**config.mk**
```make
export PLATFORM = sky130hd
export DESIGN_NAME = clk_period_meter
export DESIGN_NICKNAME = d
export VERILOG_FILES = /design/src/rtl/clk_period_meter.sv
export SDC_FILE = /design/constraint.sdc
export NUM_CORES = 1
export LEC_CHECK = 0
export BUFFER_PORTS_ARGS = -buffer_cell sky130_fd_sc_hd__buf_2
export CAP_MARGIN = 20
export CORE_MARGIN = 10
export CORE_UTILIZATION = 50
export DETAILED_ROUTE_END_ITERATION = 7
export PLACE_DENSITY = 0.8
export SETUP_SLACK_MARGIN = 0.15
export SLEW_MARGIN = 40
export SYNTH_ARGS = -nofsm -noshare
export SYNTH_HDL_FRONTEND = slang
export SYNTH_SLANG_ARGS = --single-unit
export TNS_END_PERCENT = 20
```
**constraint.sdc**
```tcl
create_clock -name clk -period 3.4 [get_ports clk]
set_clock_uncertainty 0.15 [all_clocks]
set_input_delay 0.51 -clock clk [delete_from_list [all_inputs] [get_ports clk]]
set_output_delay 0.51 -clock clk [all_outputs]
set_load 0.05 [all_outputs]
```
**src/rtl/clk_period_meter.sv**
```systemverilog
// rtl/clk_period_meter.sv - period and high-time meter for an asynchronous square wave (option macro: CLK_PERIOD_METER_DUTY_EN)
module clk_period_meter #(
    parameter int unsigned  W       = 28,
    parameter logic [W-1:0] TIMEOUT = W'(2000000)
) (
    input  logic         clk,
    input  logic         reset,
    input  logic         sig_in,
    output logic [W-1:0] period,
    output logic [W-1:0] high_time,
    output logic         valid,
    output logic         timeout
);

    typedef enum logic {
        ST_ARM  = 1'b0,
        ST_MEAS = 1'b1
    } state_e;

    state_e       state_q, state_d;
    logic         s1_q, s2_q, s3_q;
    logic         rise;
    logic [W-1:0] per_cnt_q, per_cnt_d;
    logic [W-1:0] period_q, period_d;
    logic         valid_q, valid_d;
    logic         timeout_q, timeout_d;

    // Three-flop chain: s1/s2 resolve metastability, s3 remembers the previous level for edge detect.
    always_ff @(posedge clk or posedge reset) begin
        if (reset) begin
            s1_q <= 1'b0;
            s2_q <= 1'b0;
            s3_q <= 1'b0;
        end else begin
            s1_q <= sig_in;
            s2_q <= s1_q;
            s3_q <= s2_q;
        end
    end

    assign rise = s2_q & ~s3_q;

    // Next state: the first rise only arms (partial cycle), later rises publish the running count.
    always_comb begin
        state_d   = state_q;
        per_cnt_d = per_cnt_q;
        period_d  = period_q;
        valid_d   = 1'b0;
        timeout_d = timeout_q;
        case (state_q)
            ST_ARM: begin
                if (rise) begin
                    state_d   = ST_MEAS;
                    per_cnt_d = W'(1);
                end
            end
            ST_MEAS: begin
                // A rise landing on the TIMEOUT count still counts as a measurement.
                if (rise) begin
                    period_d  = per_cnt_q;
                    valid_d   = 1'b1;
                    timeout_d = 1'b0;
                    per_cnt_d = W'(1);
                end else if (per_cnt_q == TIMEOUT) begin
                    state_d   = ST_ARM;
                    timeout_d = 1'b1;
                    per_cnt_d = '0;
                end else begin
                    per_cnt_d = per_cnt_q + W'(1);
                end
            end
            default: begin
                state_d = ST_ARM;
            end
        endcase
    end

    // State, period counter and published results.
    always_ff @(posedge clk or posedge reset) begin
        if (reset) begin
            state_q   <= ST_ARM;
            per_cnt_q <= '0;
            period_q  <= '0;
            valid_q   <= 1'b0;
            timeout_q <= 1'b0;
        end else begin
            state_q   <= state_d;
            per_cnt_q <= per_cnt_d;
            period_q  <= period_d;
            valid_q   <= valid_d;
            timeout_q <= timeout_d;
        end
    end

`ifdef CLK_PERIOD_METER_DUTY_EN
    logic [W-1:0] hi_cnt_q, hi_cnt_d;
    logic [W-1:0] high_time_q, high_time_d;

    // High-time counter follows the period counter's restart points, counting only while s2 is high.
    always_comb begin
        hi_cnt_d    = hi_cnt_q;
        high_time_d = high_time_q;
        if (rise) begin
            hi_cnt_d = W'(1);
            if (state_q == ST_MEAS) begin
                high_time_d = hi_cnt_q;
            end
        end else if (state_q == ST_MEAS) begin
            if (per_cnt_q == TIMEOUT) begin
                hi_cnt_d = '0;
            end else if (s2_q) begin
                hi_cnt_d = hi_cnt_q + W'(1);
            end
        end
    end

    // High-time counter and published high time.
    always_ff @(posedge clk or posedge reset) begin
        if (reset) begin
            hi_cnt_q    <= '0;
            high_time_q <= '0;
        end else begin
            hi_cnt_q    <= hi_cnt_d;
            high_time_q <= high_time_d;
        end
    end

    assign high_time = high_time_q;
`else
    assign high_time = '0;
`endif

    assign period  = period_q;
    assign valid   = valid_q;
    assign timeout = timeout_q;

endmodule
```
==> results of run 1 <==
-- metal layers --
layer	routed length, um	up-vias	GRT usage	share of wire
li1	-	1123	-	-
met1	2880	1107	0.172	0.43
met2	3190	75	0.219	0.48
met3	516	11	0.0538	0.077
met4	117	0	0.0573	0.017
met5	0	-	0	0
-- critical path: cells and delay by family, from the launching register on --
family | cells | cell delay [ns]
and+or+nand+nor | 3 | 0.95
AOI/OAI and AO/OA | 2 | 0.51
DFF | 1 | 0.43
buffers and inverters | 2 | 0.39
adders and majority gates | 1 | 0.15
-- per-stage QoR --
stage	setup slack (ns)	hold WS, ns	total power [mW]
2_1_floorplan	1.20	0.181	1.11
3_3_place_gp	0.763	0.182	1.13
6_report	0.702	0.0740	1.77
4_1_cts	0.712	0.0943	1.79
3_5_place_dp	0.731	0.186	1.14
5_1_grt	0.543	0.0979	1.86
-- layout by cell type, fill, tap and decap left out, types with 2 or more instances in the layout --
cell type,count
a41oi_1,3
o21ai_0,20
nor4_1,5
nand4_1,11
inv_1,12
mux2_2,18
nor2_1,8
or3_1,2
a211o_1,2
nand2_1,31
a31oi_1,14
nor3_1,4
and3_1,5
a21oi_1,17
buf_4,5
conb_1,28
nand2b_1,6
mux2i_1,3
buf_2,32
nand3_1,18
dfrtp_1,62
clkinv_2,3
ha_1,2
clkbuf_8,11
-- worst min path at each step --
stage / startpoint / end / slack [ns] / depth (start not counted)
finish: reset / period[11]$_DFFE_PP0P_ / 0.07 / 2
global route: sig_in / s1_q$_DFF_PP0_ / 0.1 / 1
floorplan: s1_q$_DFF_PP0_ / s2_q$_DFF_PP0_ / 0.18 / 0
detailed placement: s1_q$_DFF_PP0_ / s2_q$_DFF_PP0_ / 0.19 / 0
global placement: s1_q$_DFF_PP0_ / s2_q$_DFF_PP0_ / 0.18 / 0
CTS: reset / period[23]$_DFFE_PP0P_ / 0.09 / 2
-- registers in the layout, summed over array words and instances, names as in the netlist --
register and count:
s2_q 1, s1_q 1, timeout 1, valid 1
s3_q 1, period 28, per_cnt_q 28, state_q 1
-- cells by family (layout without fill, tap and decap cells) --
group | count (synthesis) | in the layout
mux | 21 | 21
compound gates | 64 | 64
buf+inv | 55 | 66
fa+ha+maj | 2 | 2
other cells | 1 | 28
xor+xnor | 1 | 1
simple gates | 103 | 103
flops | 62 | 62
-- layout make-up --
type,instances,share of cell area
sequential,62,0.454
clock buffer,12,0.0454
tap,75,0.0274
clock inverter,4,0.0132
timing repair buffer,37,0.0578
inverter,13,0.0150
multi-input combinational,219,0.388
-- power by group --
part	switching, mW	internal [mW]	leakage, nW	total [mW]
combinational	0.229	0.0680	0.736	0.297
clock	0.276	0.375	0.106	0.651
sequential	0.0435	0.781	0.841	0.824
total	0.549	1.22	1.68	1.77
==> out/results.txt, run 1 <==
status - finished, final reports clean
number of global-route vias before repair - 2291
CTS Buf Count - 9
CP cell instances - inv_1 > ha_1 > or4b_1 > nor3_2 > a21oi_4 > buf_4 > and3_1 > a211o_1
Die ar. - 9750 um^2
Iter 0 DRT Violations - 181
worst endpoint required time - 3.49 ns
adder-cell share of the synthesized area - 0.00807
DIE HEIGHT - 98.7 um
wire per inst - 15.9 um
Crit Path Max Fanout - 30
Yosys warnings - 0
number of synthesized register bits - 62
final instance area - 3420 um^2
Worst setup EP type - flop
Core Area - 5960 um^2
ant diodes - 0
crit path launch - per_cnt_q[0]$_DFFE_PP0P_
dpl hpwl - 4880 um
placed cells - 406
Top Ports - 61
RSZ-0062 raised after global routing - no
# DRC - 0
cts repair resizes - 0
CTS max path bufs - 2
Setup CP Type - reg2reg
synthesized area per cell - 10.0 um^2
non-filler cells in the finished layout - 422
area occupied by multi-input gates - 1330 um^2
# Post-CTS Setup Buffers - 0
CP max-delay cell - or4b_1
total negative slack - 0 ns
synth top area cells - dfrtp_1 (50%), buf_4 (7.0%), mux2_2 (6.5%), nand2_1 (3.8%), o21ai_0 (3.2%)
top-count cell post-synth - dfrtp_1
Clock Sinks - 62
simple-gate area share of the yosys netlist - 0.180
initial antenna violation count - 0
share of layout cells above drive strength 1 - 0.222
main flop type after synthesis - dfrtp_1
reg-to-reg setup timing slack - 0.70 ns
grt ovf - 0
Synth Cell Area - 3100 um^2
GRT Overall Usage - 0.141
Final setup viols - 0
via/cell ratio - 5.49
Setup crit start kind - flop
period utilization - 0.793
Max Freq - 0.371 GHz
Post-synth ARST share - 1.00
Horiz. Die Dim - 98.7 um
largest area contributor in the netlist - dfrtp_1
fill count - 530
clk slew on worst S/H paths - 0.07 ns
worst min path class - in2async
Post-synth top cells - dfrtp_1 (62), nand2_1 (31), buf_4 (29)
mux contribution to synthesized area - 0.0751
CTS tree - done
Root Driver - clkbuf_8
CP endpoint - per_cnt_q[16]$_DFFE_PP0P_
CTS Hold Buffers Added - 0
TritonRoute pass-1 iters - 4
Slew Viols, Final - 0
H-tree levels - 3
post-layout net count - 347
Seq/Total Area, Yosys - 0.501
post-layout util - 0.574
FF-to-FF Start - per_cnt_q[0]$_DFFE_PP0P_
Slew @ Worst Pin - 0.681 ns
antenna-violating nets left - 0
Leakage Power - 1.68 nW
post-synthesis compound-gate area fraction - 0.123
Mapped Cells - 309
vias - 2316
Worst Reg2Reg Path Length in Cells - 8
post-synth cell types - 44
Routed Wire Length - 6710 um
Initial Utilization - 0.520
Worst Path Arrival - 2.78 ns
worst vdd ir - 0.279 mV
pwr dens - 518 nW/um^2
Tmin final - 2.70 ns
I/O Buffers - 32
Area after DPL - 3220 um^2
Post-synth EDFFs - 0
worst-skew pair later-pin latency - 0.35 ns
largest net degree at the start of global routing - 49
Synth-to-Final Area Change - 10.4%
row count - 28
global-route wire length before repair - 11400 um
MaxCap Viol Count - 0
CP peak stage delay - 0.44 ns
Placer Congestion - 0.918
largest family of logic cells by synthesized area - simple AND/OR/NAND/NOR gates
Post-Synth XOR/XNOR Area - 0.00283
register area - 1550 um^2
reg2reg end - per_cnt_q[16]$_DFFE_PP0P_
area share of the largest cell type after synthesis - 0.501
relative slew slack - 0.545
Final Hold Vio Count - 0
Power figures use the tool's default switching activity.
==> run 2, diff against run 1 <==
--- a/config.mk
+++ b/config.mk
@@ -10,7 +10,7 @@
 export CORE_MARGIN = 10
 export CORE_UTILIZATION = 50
 export DETAILED_ROUTE_END_ITERATION = 7
-export PLACE_DENSITY = 0.8
+export PLACE_DENSITY = 0.83
 export SETUP_SLACK_MARGIN = 0.15
 export SLEW_MARGIN = 40
 export SYNTH_ARGS = -nofsm -noshare
==> constraint.sdc (replaced) <==
create_clock -name clk -period 2.15 [get_ports clk]
set_clock_uncertainty 0.15 [all_clocks]
set_input_delay 0.3225 -clock clk [delete_from_list [all_inputs] [get_ports clk]]
set_output_delay 0.3225 -clock clk [all_outputs]
set_load 0.05 [all_outputs]
==> run 2 against run 1 <==
The run now ends with negative setup slack left. Hold slack improved by 0.12 ns. Non-clock buffer count is 53 higher. Global-route usage increased by 1.6 points. Utilization up 10 points. Register-to-register slack lost 0.78 ns. Combinational power up 140%. Total power is 59% higher. Sequential share of layout area fell by 6.8 points. Wire length up 32%. First-iteration DRC count rose by 29%. Sequential power up 55%. Largest cell class unchanged. Largest power group unchanged.
==> out/results.txt, run 2 (same netlist as run 1, synthesis figures left out) <==
failing checks - negative setup slack
final instance area - 4030 um^2 (+18%)
Slew @ Worst Pin - 0.979 ns (+0.298 ns)
grt ovf - 0 (unchanged)
H-tree levels - 3 (unchanged)
Comb power frac - 0.255 (+0.087)
worst endpoint required time - 2.20 ns (-1.29 ns)
vias - 2834 (+22%)
FF-to-FF Start - per_cnt_q[1]$_DFFE_PP0P_
clk slew on worst S/H paths - 0.06 ns (about the same)
CP peak stage delay - 0.47 ns (+0.03 ns)
number of global-route vias before repair - 2561 (+12%)
CTS tree - done
MaxCap Viol Count - 0 (unchanged)
Root Driver - clkbuf_8
period utilization - 1.03 (+0.241)
wire per inst - 18.6 um (+17%)
initial antenna violation count - 0 (unchanged)
Setup CP Type - reg2reg
GRT Overall Usage - 0.157 (+0.0164)
worst min path class - reg2reg
TritonRoute pass-1 iters - 5 (+1)
GR Util met1 - 0.181 (+0.00924)
Clock Sinks - 62 (unchanged)
most frequent cells in the layout - dfrtp_1 (62), buf_4 (44), buf_2 (34), nand2_1 (31), conb_1 (28)
area occupied by multi-input gates - 1520 um^2 (+15%)
worst-skew pair later-pin latency - 0.35 ns (about the same)
Setup crit start kind - flop
Tmin final - 2.22 ns (-0.474 ns)
routing usage on met3 - 0.0635 (+0.00978)
most common cell after layout, fill and taps aside - dfrtp_1
overall power - 2.83 mW (+59%)
CP cell instances - inv_2 > ha_4 > or4b_4 > nor3_4 > buf_6 > a21oi_4 > buf_2 > a21oi_2 > a31oi_1
antenna-violating nets left - 0 (unchanged)
met2 usage - 0.253 (+0.0338)
CTS Buf Count - 9 (unchanged)
Max Freq - 0.450 GHz (+21%)
share of layout cells above drive strength 1 - 0.382 (+0.160)
global-route wire length before repair - 12500 um (+9.8%)
dpl hpwl - 5580 um (+14%)
Area after DPL - 3530 um^2 (+9.7%)
pwr dens - 702 nW/um^2 (+35%)
total negative slack - -0.889 ns (-0.889 ns)
Slew Viols, Final - 0 (unchanged)
CP max-delay cell - or4b_4
clock power share - 0.291 (-0.076)
status - complete, but fails checks
Routed Wire Length - 8860 um (+32%)
Core Area - 5960 um^2 (unchanged)
Final setup viols - 24 (+24)
Worst Path Arrival - 2.27 ns (-0.51 ns)
Top Ports - 61 (unchanged)
ant diodes - 0 (unchanged)
relative slew slack - 0.346 (-0.198)
RSZ-0062 raised after global routing - yes
CTS max path bufs - 2 (unchanged)
Hold Crit Start - s1_q$_DFF_PP0_
worst vdd ir - 0.521 mV (+86%)
Horiz. Die Dim - 98.7 um (unchanged)
sequential share of power - 0.454 (-0.011)
Worst setup EP type - flop
NetSw - 0.958 mW (+74%)
Hold WS - 0.198 ns (+0.124 ns)
Final WS setup - -0.0735 ns (-0.776 ns)
Final Hold Vio Count - 0 (unchanged)
Placer Congestion - 0.903 (-1.5%)
Synth-to-Final Area Change - 30.0%
Pint - 1.87 mW (+53%)
post-layout net count - 402 (+16%)
Die ar. - 9750 um^2 (unchanged)
Crit Path Max Fanout - 6 (-80%)
GRT busiest layer - met2
# DRC - 0 (unchanged)
Iter 0 DRT Violations - 233 (+29%)
I/O Buffers - 32 (unchanged)
Initial Utilization - 0.520 (unchanged)
crit path launch - per_cnt_q[1]$_DFFE_PP0P_
sw frac - 0.339 (+0.0291)
via/cell ratio - 5.95 (+8.5%)
DIE HEIGHT - 98.7 um (unchanged)
Leakage Power - 1.98 nW (+18%)
register area - 1550 um^2 (unchanged)
fill count - 450 (-15%)
largest net degree at the start of global routing - 63 (+29%)
post-layout util - 0.676 (+0.102)
row count - 28 (unchanged)
==> run 2: cell types whose count changed in the layout (fill, tap and decap cells not counted), moves of 3 or more <==
cell | previous run | this run
a21oi_1 | 17 | 7
a21oi_2 | 0 | 11
inv_2 | 0 | 3
buf_4 | 5 | 44
buf_6 | 0 | 7
o21ai_0 | 20 | 11
o21ai_1 | 0 | 7
nor4_1 | 5 | 2
clkbuf_1 | 1 | 4
==> run 2: timing repair <==
item,in CTS,in global routing
endpoints found under the hold margin,63,0
cloned,0,5
setup buffers,3,7
hold buffers,2,0
pin swaps,14,16
setup endpoints to repair,25,48
gates resized for setup,17,31
==> run 2: metal layers <==
| metal | up-vias | routed length (um) |
|---|---|---|
| li1 | 1246 | - |
| met1 | 1386 | 3390 |
| met2 | 164 | 4460 |
| met3 | 38 | 748 |
| met4 | 0 | 270 |
| met5 | - | 0 |
==> run 2: layout make-up <==
class,instances,area share
Multi-Input combinational cell,221,0.377
Tap cell,75,0.0233
Clock buffer,13,0.0345
Timing Repair Buffer,90,0.165
Clock inverter,2,0.00249
Sequential cell,62,0.385
Inverter,13,0.0121
==> run 2: worst max-delay path: cells and delay by family (launching register included) <==
kind	cells	cell delay [ns]
compound gates	3	0.28
fa+ha+maj	1	0.12
buf+inv	3	0.45
flops	1	0.41
simple gates	2	0.67
==> run 2: worst paths after layout <==
path	to	slack (ns)	depth (start not counted)
setup / recovery	per_cnt_q[6]$_DFFE_PP0P_	-0.07	9
min in group asynchronous	period[2]$_DFFE_PP0P_	0.43	4
max in group asynchronous	period[20]$_DFFE_PP0P_	1.15	4
hold reg to reg	s2_q$_DFF_PP0_	0.20	0
hold / removal	s2_q$_DFF_PP0_	0.20	0
setup reg to reg	per_cnt_q[6]$_DFFE_PP0P_	-0.07	9
==> run 2: power by group through the flow <==
| stage | clock network [mW] | logic, mW | registers [mW] |
|---|---|---|---|
| after floorplan | 0 | 0.329 | 1.42 |
| after global placement | 0 | 0.578 | 1.29 |
| final | 0.822 | 0.720 | 1.28 |
| after global routing | 0.893 | 0.761 | 1.29 |
| after CTS | 0.838 | 0.620 | 1.27 |
| after detailed placement | 0 | 0.593 | 1.29 |
==> run 2: per-stage QoR <==
step / setup WS [ns] / cells
3_3_place_gp: 0.0352 / 444
2_1_floorplan: 0.0643 / 336
4_1_cts: -0.0227 / 464
5_1_grt: -0.115 / 476
3_5_place_dp: -0.0340 / 444
6_report: -0.0735 / 476
==> run 3, diff against run 2 <==
--- a/config.mk
+++ b/config.mk
@@ -8,9 +8,10 @@
 export BUFFER_PORTS_ARGS = -buffer_cell sky130_fd_sc_hd__buf_2
 export CAP_MARGIN = 20
 export CORE_MARGIN = 10
-export CORE_UTILIZATION = 50
+export CORE_UTILIZATION = 25
+export CTS_CLUSTER_SIZE = 30
 export DETAILED_ROUTE_END_ITERATION = 7
-export PLACE_DENSITY = 0.83
+export PLACE_DENSITY = 0.51
 export SETUP_SLACK_MARGIN = 0.15
 export SLEW_MARGIN = 40
 export SYNTH_ARGS = -nofsm -noshare
==> run 3 against run 2 <==
The run still ends with negative setup slack left. Hold slack about the same. Clock power up 78%. Critical path depth down 1. Critical endpoint is now per_cnt_q[18]$_DFFE_PP0P_. Largest cell class unchanged. Largest power group is now clock.
==> out/results.txt, run 3 (same netlist as run 1, synthesis figures left out) <==
status - complete, but fails checks
failing checks - negative setup slack
most common cell after layout, fill and taps aside - dfrtp_1
most frequent cells in the layout - dfrtp_1 (62), buf_4 (42), buf_2 (32), nand2_1 (31), conb_1 (28)
worst min path class - reg2reg
Slew Viols, Final - 0 (unchanged)
overall power - 3.41 mW (+21%)
Slew @ Worst Pin - 0.700 ns (-0.279 ns)
period utilization - 1.00 (-0.0319)
dpl ws - -0.0621 ns (-0.0281 ns)
CTS tree - done
FF-to-FF Start - per_cnt_q[0]$_DFFE_PP0P_
Worst setup EP type - flop
GRT Overall Usage - 0.0992 (-0.0582)
pwr dens - 816 nW/um^2 (+16%)
largest net degree at the start of global routing - 63 (unchanged)
Core Area - 12100 um^2 (+100%)
clk slew on worst S/H paths - 0.05 ns (about the same)
relative slew slack - 0.533 (+0.187)
dpl hpwl - 6190 um (+11%)
worst endpoint required time - 2.21 ns (about the same)
Routed Wire Length - 8530 um (-3.7%)
Leakage Power - 2.00 nW (+0.74%)
worst vdd ir - 0.311 mV (-40%)
reg2reg end - per_cnt_q[18]$_DFFE_PP0P_
Final Hold Vio Count - 0 (unchanged)
share of layout cells above drive strength 1 - 0.383 (+0.00111)
wire per inst - 15.2 um (-18%)
vias - 2518 (-11%)
Top Ports - 61 (unchanged)
Tmin final - 2.15 ns (-0.0686 ns)
number of global-route vias before repair - 2609 (+1.9%)
antenna-violating nets left - 0 (unchanged)
Final WS setup - -0.00497 ns (+0.0686 ns)
Horiz. Die Dim - 131 um (+33%)
row count - 40 (+43%)
CTS max path bufs - 2 (unchanged)
Crit Path Max Fanout - 5 (-1)
fill count - 1253 (+180%)
Max Freq - 0.464 GHz (+3.2%)
Setup crit start kind - flop
Hold Crit Start - s1_q$_DFF_PP0_
Setup CP Type - reg2reg
Initial Utilization - 0.257 (-0.263)
I/O Buffers - 32 (unchanged)
grt ovf - 0 (unchanged)
worst hold path cell count - 0 (unchanged)
Die ar. - 17300 um^2 (+77%)
Final setup viols - 1 (-96%)
Worst Path Arrival - 2.21 ns (-0.06 ns)
ant diodes - 0 (unchanged)
via/cell ratio - 4.50 (-24%)
# DRC - 0 (unchanged)
worst-skew pair later-pin latency - 0.33 ns (-0.02 ns)
MaxCap Viol Count - 0 (unchanged)
reg-to-reg setup timing slack - -0.005 ns (+0.07 ns)
Clock Sinks - 62 (unchanged)
RSZ-0062 raised after global routing - yes
Worst Reg2Reg Path Length in Cells - 8 (-1)
Synth-to-Final Area Change - 34.9%
Iter 0 DRT Violations - 162 (-30%)
H-tree levels - 3 (unchanged)
GR Util met1 - 0.126 (-0.0549)
GRT busiest layer - met2
CTS Buf Count - 9 (unchanged)
global-route wire length before repair - 14000 um (+12%)
initial antenna violation count - 0 (unchanged)
DIE HEIGHT - 131 um (+33%)
post-layout net count - 392 (-2.5%)
Hold EP - s2_q$_DFF_PP0_
TritonRoute pass-1 iters - 5 (unchanged)
met2 usage - 0.155 (-0.0977)
routing usage on met3 - 0.0286 (-0.0350)
Placer Congestion - 0.846 (-6.4%)
Root Driver - clkbuf_16
[run 3: cell types whose count changed in the layout (fill, tap and decap cells not counted), moves of 2 or more]
cell       change
clkbuf_1       -3
a21oi_1        -3
nand3_2        +2
clkbuf_16      +8
nor4_1         +3
buf_4          -2
buf_2          -2
nor4_2         -2
clkbuf_8       -7
buf_6          -4
[run 3: worst max-delay path by stage]
stage | startpoint | end | slack, ns | cells after the start
after global routing | per_cnt_q[0]$_DFFE_PP0P_ | per_cnt_q[26]$_DFFE_PP0P_ | -0.10 | 8
after detailed placement | per_cnt_q[1]$_DFFE_PP0P_ | per_cnt_q[18]$_DFFE_PP0P_ | -0.06 | 8
after CTS | per_cnt_q[0]$_DFFE_PP0P_ | per_cnt_q[18]$_DFFE_PP0P_ | -0.03 | 8
after global placement | per_cnt_q[1]$_DFFE_PP0P_ | per_cnt_q[18]$_DFFE_PP0P_ | 0.03 | 8
final | per_cnt_q[0]$_DFFE_PP0P_ | per_cnt_q[18]$_DFFE_PP0P_ | -0.005 | 8
after floorplan | per_cnt_q[0]$_DFFE_PP0P_ | per_cnt_q[18]$_DFFE_PP0P_ | 0.06 | 8
[run 3: critical path: stages, from the launching register on]
cell and delay, ns:
dfrtp_1 0.39, inv_2 0.08, ha_4 0.13, or4b_4 0.46, nor3_4 0.20, buf_4 0.16
a21bo_4 0.15, nor4_1 0.05, a211o_1 0.27
[run 3: report_power, final]
part / internal, mW / leakage, nW / total, mW / switching (mW)
clock network: 0.954 / 0.152 / 1.46 / 0.509
registers: 1.24 / 0.841 / 1.28 / 0.0455
logic: 0.215 / 1.00 / 0.667 / 0.452
[run 3: per-stage QoR]
step / std cells / utilization / hold WS, ns / cell area [um^2] / TNS, ns
floorplan: 336 / - / 0.181 / 3220 / 0
global placement: 542 / 0.306 / 0.188 / 3700 / 0
detailed placement: 542 / 0.306 / 0.189 / 3700 / -0.251
CTS: 560 / 0.343 / 0.200 / 4130 / -0.0343
global route: 560 / 0.347 / 0.226 / 4180 / -0.618
finish: 560 / 0.347 / 0.198 / 4180 / -0.00497
[run 3: what timing repair did]
action	CTS	global route
hold endpoints to repair	63	0
setup buffers	0	0
pin swaps	26	17
resized for setup	35	10
endpoints found under the setup margin	29	48
hold buffers	2	0
[run 3: final cells by class]
| cell class | count | area (um^2) | area share |
|---|---|---|---|
| timing repair buffer | 82 | 589 | 0.141 |
| sequential | 62 | 1550 | 0.371 |
| clock inverter | 4 | 45.0 | 0.0108 |
| tap | 168 | 210 | 0.0503 |
| clock buffer | 12 | 256 | 0.0613 |
| inverter | 13 | 48.8 | 0.0117 |
| multi-input combinational | 219 | 1480 | 0.354 |
[run 3: metal layers]
| metal | vias to the layer above | routed length (um) |
|---|---|---|
| li1 | 1212 | - |
| met1 | 1229 | 3910 |
| met2 | 67 | 4030 |
| met3 | 10 | 443 |
| met4 | 0 | 153 |
| met5 | - | 0 |
